$ cat src/rtl/mmcm_rst_pkg.sv
// Shared types and constants for the MMCM reset/lock controller.
// Holds the controller state encoding, the lock-loss counter width and a
// helper that sizes a counter able to hold the values 0..n-1.
package mmcm_rst_pkg;

  typedef enum logic [2:0] {
    ST_RST       = 3'd0,
    ST_WAIT_LOCK = 3'd1,
    ST_STABLE    = 3'd2,
    ST_RUN       = 3'd3,
    ST_FAIL      = 3'd4
  } state_e;

  localparam int unsigned LOCK_LOSS_W   = 8;
  localparam int unsigned LOCK_LOSS_MAX = (32'd1 << LOCK_LOSS_W) - 32'd1;

  // Bits needed for a counter running 0..n-1 (never narrower than one bit).
  function automatic int unsigned cnt_w(input int unsigned n);
    return (n <= 32'd2) ? 32'd1 : 32'(unsigned'($clog2(n)));
  endfunction

endpackage

$ cat src/rtl/sync_ff.sv
// Multi-flop synchronizer for a single asynchronous level.
// Ports:
//   clk    destination clock
//   rst_n  asynchronous active-low reset, clears every stage
//   d_i    asynchronous input
//   q_o    input delayed by SYNC_STAGES clk cycles
module sync_ff #(
  parameter int unsigned SYNC_STAGES = 2
) (
  input  logic clk,
  input  logic rst_n,
  input  logic d_i,
  output logic q_o
);

  logic [SYNC_STAGES-1:0] sync_q;

  // Shift chain; stage 0 is the only flop that may go metastable.
  always_ff @(posedge clk or negedge rst_n) begin
    if (!rst_n) begin
      sync_q <= '0;
    end else begin
      sync_q <= {sync_q[SYNC_STAGES-2:0], d_i};
    end
  end

  assign q_o = sync_q[SYNC_STAGES-1];

endmodule

$ cat src/rtl/mmcm_rst_ctrl.sv
// MMCM reset sequencer: pulses the MMCM reset, waits for a qualified lock,
// retries on timeout and releases the downstream system reset.
// Ports:
//   clk            free-running reference clock (also MMCM clk_in1)
//   reset_n        asynchronous active-low reset
//   locked         MMCM locked, asynchronous to clk
//   soft_restart   single-cycle pulse restarting the whole sequence
//   mmcm_reset     active-high reset into the MMCM
//   sys_rst_n      active-low system reset, released only while running
//   lock_fail      high once all retries are exhausted
//   retry_cnt      retries consumed in the current sequence
//   lock_loss_cnt  saturating count of lock losses while running
// Build option: define MMCM_LOCK_LOSS_CNT_EN to include the lock-loss
// counter; otherwise lock_loss_cnt is tied to zero.
module mmcm_rst_ctrl
  import mmcm_rst_pkg::*;
#(
  parameter int unsigned RST_PULSE_CYC    = 8,
  parameter int unsigned LOCK_TIMEOUT_CYC = 1000,
  parameter int unsigned STABLE_CYC       = 16,
  parameter int unsigned MAX_RETRY        = 3,
  parameter int unsigned SYNC_STAGES      = 2,
  localparam int unsigned RETRY_W         = cnt_w(MAX_RETRY + 32'd1)
) (
  input  logic                   clk,
  input  logic                   reset_n,
  input  logic                   locked,
  input  logic                   soft_restart,
  output logic                   mmcm_reset,
  output logic                   sys_rst_n,
  output logic                   lock_fail,
  output logic [RETRY_W-1:0]     retry_cnt,
  output logic [LOCK_LOSS_W-1:0] lock_loss_cnt
);

  localparam int unsigned PULSE_W  = cnt_w(RST_PULSE_CYC);
  localparam int unsigned WAIT_W   = cnt_w(LOCK_TIMEOUT_CYC);
  localparam int unsigned STABLE_W = cnt_w(STABLE_CYC);

  state_e                state_q, state_d;
  logic [PULSE_W-1:0]    pulse_cnt_q, pulse_cnt_d;
  logic [WAIT_W-1:0]     wait_cnt_q, wait_cnt_d;
  logic [STABLE_W-1:0]   stable_cnt_q, stable_cnt_d;
  logic [RETRY_W-1:0]    retry_q, retry_d;
  logic                  mmcm_reset_q, mmcm_reset_d;
  logic                  sys_rst_n_q, sys_rst_n_d;
  logic                  lock_fail_q, lock_fail_d;
  logic                  locked_s;
  logic                  wait_timeout_c;
  logic [WAIT_W-1:0]     wait_cnt_inc_c;

  // Bring the MMCM locked level into the clk domain.
  sync_ff #(
    .SYNC_STAGES(SYNC_STAGES)
  ) u_locked_sync (
    .clk  (clk),
    .rst_n(reset_n),
    .d_i  (locked),
    .q_o  (locked_s)
  );

  // Wait counter saturates at the timeout value: it keeps running through
  // STABLE, so a return to WAIT_LOCK after the deadline times out at once.
  assign wait_timeout_c = (wait_cnt_q >= WAIT_W'(LOCK_TIMEOUT_CYC - 32'd1));
  assign wait_cnt_inc_c = wait_timeout_c ? wait_cnt_q : wait_cnt_q + WAIT_W'(1);

  // Next-state logic; outputs are decoded from the next state so they are
  // registered yet change on the same edge as the state.
  always_comb begin : fsm_comb
    state_d      = state_q;
    pulse_cnt_d  = pulse_cnt_q;
    wait_cnt_d   = wait_cnt_q;
    stable_cnt_d = stable_cnt_q;
    retry_d      = retry_q;

    if (soft_restart) begin
      state_d      = ST_RST;
      pulse_cnt_d  = '0;
      wait_cnt_d   = '0;
      stable_cnt_d = '0;
      retry_d      = '0;
    end else begin
      unique case (state_q)
        ST_RST: begin
          if (pulse_cnt_q == PULSE_W'(RST_PULSE_CYC - 32'd1)) begin
            state_d     = ST_WAIT_LOCK;
            pulse_cnt_d = '0;
            wait_cnt_d  = '0;
          end else begin
            pulse_cnt_d = pulse_cnt_q + PULSE_W'(1);
          end
        end
        ST_WAIT_LOCK: begin
          wait_cnt_d = wait_cnt_inc_c;
          // A lock seen in the timeout cycle still wins.
          if (locked_s) begin
            state_d      = ST_STABLE;
            stable_cnt_d = '0;
          end else if (wait_timeout_c) begin
            if (retry_q == RETRY_W'(MAX_RETRY)) begin
              state_d = ST_FAIL;
            end else begin
              state_d     = ST_RST;
              retry_d     = retry_q + RETRY_W'(1);
              pulse_cnt_d = '0;
            end
          end
        end
        ST_STABLE: begin
          wait_cnt_d = wait_cnt_inc_c;
          if (!locked_s) begin
            state_d = ST_WAIT_LOCK;
          end else if (stable_cnt_q == STABLE_W'(STABLE_CYC - 32'd1)) begin
            state_d = ST_RUN;
          end else begin
            stable_cnt_d = stable_cnt_q + STABLE_W'(1);
          end
        end
        ST_RUN: begin
          if (!locked_s) begin
            state_d     = ST_RST;
            pulse_cnt_d = '0;
            retry_d     = '0;
          end
        end
        ST_FAIL: begin
          state_d = ST_FAIL;
        end
        default: begin
          state_d = ST_RST;
        end
      endcase
    end

    mmcm_reset_d = (state_d == ST_RST) || (state_d == ST_FAIL);
    sys_rst_n_d  = (state_d == ST_RUN);
    lock_fail_d  = (state_d == ST_FAIL);
  end

  // State and output registers.
  always_ff @(posedge clk or negedge reset_n) begin
    if (!reset_n) begin
      state_q      <= ST_RST;
      pulse_cnt_q  <= '0;
      wait_cnt_q   <= '0;
      stable_cnt_q <= '0;
      retry_q      <= '0;
      mmcm_reset_q <= 1'b1;
      sys_rst_n_q  <= 1'b0;
      lock_fail_q  <= 1'b0;
    end else begin
      state_q      <= state_d;
      pulse_cnt_q  <= pulse_cnt_d;
      wait_cnt_q   <= wait_cnt_d;
      stable_cnt_q <= stable_cnt_d;
      retry_q      <= retry_d;
      mmcm_reset_q <= mmcm_reset_d;
      sys_rst_n_q  <= sys_rst_n_d;
      lock_fail_q  <= lock_fail_d;
    end
  end

`ifdef MMCM_LOCK_LOSS_CNT_EN
  logic [LOCK_LOSS_W-1:0] loss_cnt_q, loss_cnt_d;
  logic                   loss_evt_c;

  // A loss is the RUN -> RST transition; soft_restart pre-empts it.
  always_comb begin : loss_comb
    loss_evt_c = !soft_restart && (state_q == ST_RUN) && !locked_s;
    loss_cnt_d = loss_cnt_q;
    if (loss_evt_c && (loss_cnt_q != LOCK_LOSS_W'(LOCK_LOSS_MAX))) begin
      loss_cnt_d = loss_cnt_q + LOCK_LOSS_W'(1);
    end
  end

  always_ff @(posedge clk or negedge reset_n) begin
    if (!reset_n) begin
      loss_cnt_q <= '0;
    end else begin
      loss_cnt_q <= loss_cnt_d;
    end
  end

  assign lock_loss_cnt = loss_cnt_q;
`else
  assign lock_loss_cnt = '0;
`endif

  assign mmcm_reset = mmcm_reset_q;
  assign sys_rst_n  = sys_rst_n_q;
  assign lock_fail  = lock_fail_q;
  assign retry_cnt  = retry_q;

endmodule

$ cat config.mk
export PLATFORM = sky130hd
export DESIGN_NAME = mmcm_rst_ctrl
export DESIGN_NICKNAME = d
export VERILOG_FILES = /design/src/rtl/mmcm_rst_pkg.sv /design/src/rtl/sync_ff.sv /design/src/rtl/mmcm_rst_ctrl.sv
export SDC_FILE = /design/constraint.sdc
export NUM_CORES = 1
export LEC_CHECK = 0
export ABC_AREA = 0
export CORE_MARGIN = 2
export CORE_UTILIZATION = 50
export DETAILED_ROUTE_END_ITERATION = 12
export PLACE_DENSITY = 0.75
export SYNTH_ARGS = -nofsm -noshare
export SYNTH_HDL_FRONTEND = slang
export SYNTH_SLANG_ARGS = --single-unit
$ cat constraint.sdc
create_clock -name clk -period 1.9 [get_ports clk]
set_input_delay 0.38 -clock clk [delete_from_list [all_inputs] [get_ports clk]]
set_output_delay 0.38 -clock clk [all_outputs]
set_load 0.02 [all_outputs]
==> results of run 1 <==
-- final timing paths --
kind / start / endpoint / depth (start not counted)
setup / recovery: wait_cnt_q[0] / wait_cnt_q[3] / 6
hold / removal: u_locked_sync.sync_q[0] / u_locked_sync.sync_q[1] / 0
setup reg to reg: wait_cnt_q[0] / wait_cnt_q[3] / 6
hold reg to reg: u_locked_sync.sync_q[0] / u_locked_sync.sync_q[1] / 0
max in group asynchronous: reset_n / mmcm_reset / 2
min in group asynchronous: reset_n / stable_cnt_q[2] / 2
-- report_power, final --
part	internal [mW]	switching, mW	leakage (nW)
clock	0.0820	0.158	0.0150
sequential	0.605	0.0213	0.366
combinational	0.0903	0.106	0.458
total	0.777	0.285	0.839
-- area by class of cell --
class / instances / share of cell area [%]
tap: 31 / 2.08
clock buffer: 4 / 1.41
timing repair buffer: 31 / 13.9
multi-input combinational: 128 / 45.3
inverter: 5 / 1.01
sequential: 27 / 36.3
-- per-stage QoR --
step	hold slack (ns)	TNS, ns	instance area [sq um]
2_1_floorplan	0.0844	-0.0873	1530
3_3_place_gp	0.334	-0.133	1730
3_5_place_dp	0.337	-0.514	1730
4_1_cts	0.368	-0.583	1780
5_1_grt	0.376	-0.749	1870
6_report	0.365	-0.333	1870
-- logic make-up after synthesis --
logic type	share of synthesized area [%]
simple gates	24.6
compound gates	15.1
flops	45.1
buf+inv	6.92
fa+ha+maj	4.17
mux	2.75
xor+xnor	1.17
other cells	0.250
-- state kept, by name, summed over array words and instances, names as in the netlist --
register and count:
state_q 3, sys_rst_n 1, mmcm_reset 1, lock_fail 1, stable_cnt_q 4, pulse_cnt_q 3
u_locked_sync.sync_q 2, wait_cnt_q 10, retry_cnt 2
-- placed cells by master (no fill, tap or decap), types with 2 or more instances in the layout --
| master | count |
|---|---|
| or3_4 | 2 |
| buf_4 | 21 |
| o21ai_0 | 6 |
| nor3b_1 | 2 |
| nand2_1 | 15 |
| ha_1 | 2 |
| nand4_1 | 2 |
| dfrtp_1 | 26 |
| inv_1 | 5 |
| nor2b_1 | 2 |
| mux2i_1 | 3 |
| a21o_1 | 2 |
| clkdlybuf4s50_1 | 8 |
| a21oi_1 | 10 |
| or3_1 | 2 |
| xnor2_1 | 2 |
| and3_1 | 2 |
| o21ai_2 | 2 |
| a32oi_1 | 2 |
| ha_2 | 3 |
| clkbuf_4 | 3 |
| nand2b_1 | 7 |
| nor4_1 | 2 |
| nand3_1 | 6 |
| buf_6 | 2 |
| a211oi_1 | 2 |
| conb_1 | 8 |
| nor3_1 | 4 |
| nor2_1 | 21 |
| a21oi_2 | 2 |
-- routing by layer --
layer  vias to the layer above  routed length, um  global-route usage [%]
li1                        630                  -                       -
met2                        45               1780                    37.1
met1                       653               1440                    27.2
met4                         0                 19                    7.14
met5                         -                  0                       0
met3                         2                162                    2.64
-- worst reg2reg max path, cell delays in order, from the launching register on --
cell,delay (ns)
dfrtp_1,0.41
ha_2,0.20
and2_4,0.16
o311a_4,0.32
a21o_4,0.25
or4_4,0.46
o22ai_2,0.13
-- repair_timing --
item / 4_1_cts / 5_1_grt
hold endpoints to repair: 0 / 0
gates resized for setup: 4 / 20
pin swaps: 1 / 10
endpoints found under the setup margin: 14 / 12
buffers inserted: 1 / 0
==> results.py, run 1 <==
metrics = {
    "cts": {
        "cts_hold_buf": 0,
        "clk_pin_slew_ns": 0.14,
        "clkSinkCount": 27,
        "cts_buffer_depth": 2,
        "root_buffer": "clkbuf_4",
        "cts-htree-levels": 1,
        "cts_tree": "yes",
        "insertion_delay_ns": 0.31,
        "cts_buffers": 3,
    },
    "yosys": {
        "yosys_warnings": 0,
        "synth_top_area_share_pct": 43.3,
        "synth_edf_count": 0,
        "synth-seq-cells": 27,
        "yosysSeqAreaShare_pct": 45.1,
        "synthesis.area_sq_um": 1500,
        "yosysTopAreaCell": "dfrtp_1",
        "async_reset_ff_share_pct": 100,
        "synth_cell_types": 37,
        "post-synth-top-count-cell": "dfrtp_1",
        "synth_ff_type": "dfrtp_1",
        "syn_avg_cell_area_sq_um": 8.99,
        "synth.area.top_cells": "dfrtp_1, nor2_1, a21oi_1",
        "synth_common_cells": "dfrtp_1, nor2_1, nand2_1",
        "synthCells": 167,
    },
    "die": {
        "initial_core_util_pct": 53.5,
        "die_area_sq_um": 3460,
        "fp-row-count": 19,
        "io-pin-count": 17,
        "die_w_um": 58.8,
        "core_sq_um": 2810,
        "die_h_um": 58.8,
    },
    "sta": {
        "finalSetupViolCount": 6,
        "fin_skew_ns": 0.00463,
        "worst_slack_ns": -0.0675,
        "fin_crit_sh_pct": 104,
        "drv_slew": 0,
        "rsz0062_at_grt": "yes",
        "fmax_ghz": 0.508,
        "finalHoldViolations": 0,
        "fin_crit_ns": 1.97,
    },
    "setup_path": {
        "cp.arrival_ns": 2.22,
        "crit_required_ns": 2.15,
        "path_cells": "ha_2 > and2_4 > o311a_4 > a21o_4 > or4_4 > o22ai_2",
        "crit_fanout": 6,
        "ff2ff_setup_slack_ns": -0.07,
        "critPathCaptureType": "register",
        "path_class": "register to register",
        "slowest_delay_ns": 0.46,
        "cp-start-kind": "register",
        "critPathTopFamily": "compound AO/OA/AOI/OAI gates",
        "slowest_stage": "or4_4",
        "worst-path-buf-inv": 0,
    },
    "global_routing": {
        "track_usage_pct": 21.3,
        "grt_pass1_vias": 1318,
        "grt_max_degree": 28,
        "grt_remaining_overflow": 0,
        "grt_pass1_wl_mm": 5.73,
        "antenna_found_initial": 0,
    },
    "job": {
        "maxCapViolations": 0,
    },
    "pwr": {
        "p_leak_nw": 0.839,
        "pwr_density_cell_nw_per_um2": 569,
        "total_power_mw": 1.06,
        "ir_worst_vdd_mv": 0.497,
    },
    "placement": {
        "place_ws_ns": -0.0945,
        "place_hpwl_mm": 2.41,
        "portBuffers": 8,
        "dp.cells": 221,
        "gp_congestion": 0.868,
    },
    "routing": {
        "vias": 1330,
        "final_antenna_net_count": 0,
        "first_pass_iters": 8,
        "drc": 1,
        "dr.first_iter.drc_count": 65,
        "post_drt_via_cell_ratio": 5.88,
        "avgRoutedWirePerCell_um": 15.0,
        "drt-total-wl_mm": 3.40,
    },
    "run_status": {
        "violations": "DRC, setup timing",
        "status": "finished, violations left",
    },
    "layout": {
        "seq_area_sq_um": 677,
        "post-route-util_pct": 66.5,
        "antennaDiodeCount": 0,
        "fillers": 218,
        "drive_gt1_share_pct": 24.6,
        "multiInputGateArea_sq_um": 846,
        "area_growth_pct": 24.3,
        "final_cells": 226,
        "nNetsFinal": 205,
    },
    "hold_path": {
        "min_path_type": "register to register",
    },
}
Note: power is estimated with default switching activity, not from simulation.
==> run 2, diff against run 1 <==
ABC_CLOCK_PERIOD_IN_PS = 1900   (was default)
CORE_MARGIN = 1.5   (was 2)
==> results.py, run 2 (synthesized netlist as in run 1, its figures left out) <==
metrics = {
    "run_status": {
        "status": "finished, violations left",
        "violations": "DRC, setup timing",
    },
    "pwr": {
        "pwr_density_cell_nw_per_um2": 575,
        "p_leak_nw": 0.864,
        "total_power_mw": 1.09,
        "ir_worst_vdd_mv": 0.422,
    },
    "die": {
        "io-pin-count": 17,
        "core_sq_um": 2810,
        "die_w_um": 57.8,
        "die_area_sq_um": 3340,
        "fp-row-count": 19,
        "die_h_um": 57.8,
        "initial_core_util_pct": 53.5,
    },
    "job": {
        "maxCapViolations": 0,
    },
    "cts": {
        "clk_pin_slew_ns": 0.15,
        "cts_tree": "yes",
        "cts-htree-levels": 1,
        "cts_buffer_depth": 2,
        "insertion_delay_ns": 0.34,
        "cts_buffers": 3,
        "cts_hold_buf": 0,
        "clkSinkCount": 27,
        "root_buffer": "clkbuf_4",
    },
    "placement": {
        "portBuffers": 8,
        "gp_congestion": 0.877,
        "dp.cells": 221,
        "place_hpwl_mm": 2.30,
    },
    "sta": {
        "rsz0062_at_grt": "yes",
        "fin_skew_ns": 0.0140,
        "fin_crit_ns": 2.00,
        "drv_slew": 0,
        "fin_crit_sh_pct": 105,
        "fin_tns_setup_ns": -0.256,
        "fmax_ghz": 0.501,
        "worst_slack_ns": -0.0979,
        "finalSetupViolCount": 6,
        "finalHoldViolations": 0,
        "whs_ns": 0.373,
    },
    "layout": {
        "largest_reg_flops": 10,
        "top_register": "wait_cnt_q",
        "drive_gt1_share_pct": 27.4,
        "nNetsFinal": 207,
        "reg_top3": "wait_cnt_q: 10 flops, stable_cnt_q: 4 flops",
        "final_common_cell": "dfrtp_1",
        "final_cell_mix": "dfrtp_1, buf_4, nor2_1",
        "area_growth_pct": 25.9,
        "antennaDiodeCount": 0,
        "final_cells": 228,
    },
    "global_routing": {
        "grt_pass1_wl_mm": 5.42,
        "track_usage_pct": 20.8,
        "antenna_found_initial": 0,
        "grt_pass1_vias": 1338,
        "grt_remaining_overflow": 0,
        "grt_max_degree": 28,
    },
    "setup_path": {
        "critPathCaptureType": "register",
        "cp.arrival_ns": 2.28,
        "crit_required_ns": 2.18,
        "ff2ff_setup_slack_ns": -0.1,
        "cp-start-kind": "register",
        "path_class": "register to register",
        "crit_fanout": 7,
    },
    "routing": {
        "vias": 1343,
        "drt-total-wl_mm": 3.34,
        "dr.first_iter.drc_count": 57,
        "post_drt_via_cell_ratio": 5.89,
        "first_pass_iters": 8,
        "drc": 2,
        "avgRoutedWirePerCell_um": 14.6,
        "final_antenna_net_count": 0,
    },
    "hold_path": {
        "min_path_type": "register to register",
    },
}
## run 2: critical path, stage by stage (launching register included)
cell	delay [ns]
dfrtp_1	0.41
ha_2	0.19
and2_4	0.16
o311a_4	0.31
a21o_4	0.23
or4_4	0.52
a21oi_2	0.14
## run 2: repair_timing
| action | 4_1_cts | 5_1_grt |
|---|---|---|
| resized for setup | 9 | 16 |
| pin swaps | 2 | 5 |
| hold endpoints to repair | 0 | 0 |
| setup buffers | 0 | 3 |
| setup endpoints to repair | 8 | 21 |
## run 2: through the flow
step	worst slack, ns	cell area (sq um)	util [%]
after floorplan	-0.0319	1530	-
after global placement	-0.0971	1730	61.6
after detailed placement	-0.120	1730	61.6
after CTS	-0.0901	1790	63.9
after global routing	-0.175	1890	67.4
final	-0.0979	1890	67.4
## run 2: power by group
| part | internal, mW | switching [mW] | total (mW) |
|---|---|---|---|
| registers | 0.605 | 0.0218 | 0.627 |
| clock network | 0.0792 | 0.173 | 0.252 |
| logic | 0.0987 | 0.110 | 0.208 |
## run 2: area by class of cell
type / count / area, sq um
clock inverter: 1 / 5.00
sequential: 27 / 677
timing repair buffer: 33 / 268
multi-input combinational: 128 / 861
inverter: 5 / 18.8
clock buffer: 3 / 22.5
tap: 31 / 38.8
fill: 219 / 915
## run 2: layer usage
layer	GRT usage [%]	wire length, um
met1	23.4	1400
met2	39.4	1750
met3	2.90	133
met4	7.64	59
met5	0	0
## run 2: worst paths after layout
path                                         startpoint                       to  cells after the start
worst min-delay path            u_locked_sync.sync_q[0]  u_locked_sync.sync_q[1]                      0
worst max register to register            wait_cnt_q[1]            wait_cnt_q[7]                      6
worst min register to register  u_locked_sync.sync_q[0]  u_locked_sync.sync_q[1]                      0
max in group asynchronous                       reset_n               mmcm_reset                      2
worst max-delay path                      wait_cnt_q[1]            wait_cnt_q[7]                      6
min in group asynchronous                       reset_n            wait_cnt_q[7]                      2
==> run 3, diff against run 2 <==
CORE_MARGIN = 2   (was 1.5)
==> results of run 3 <==
The final DEF is identical to that of run 1; final timing and power are the same.
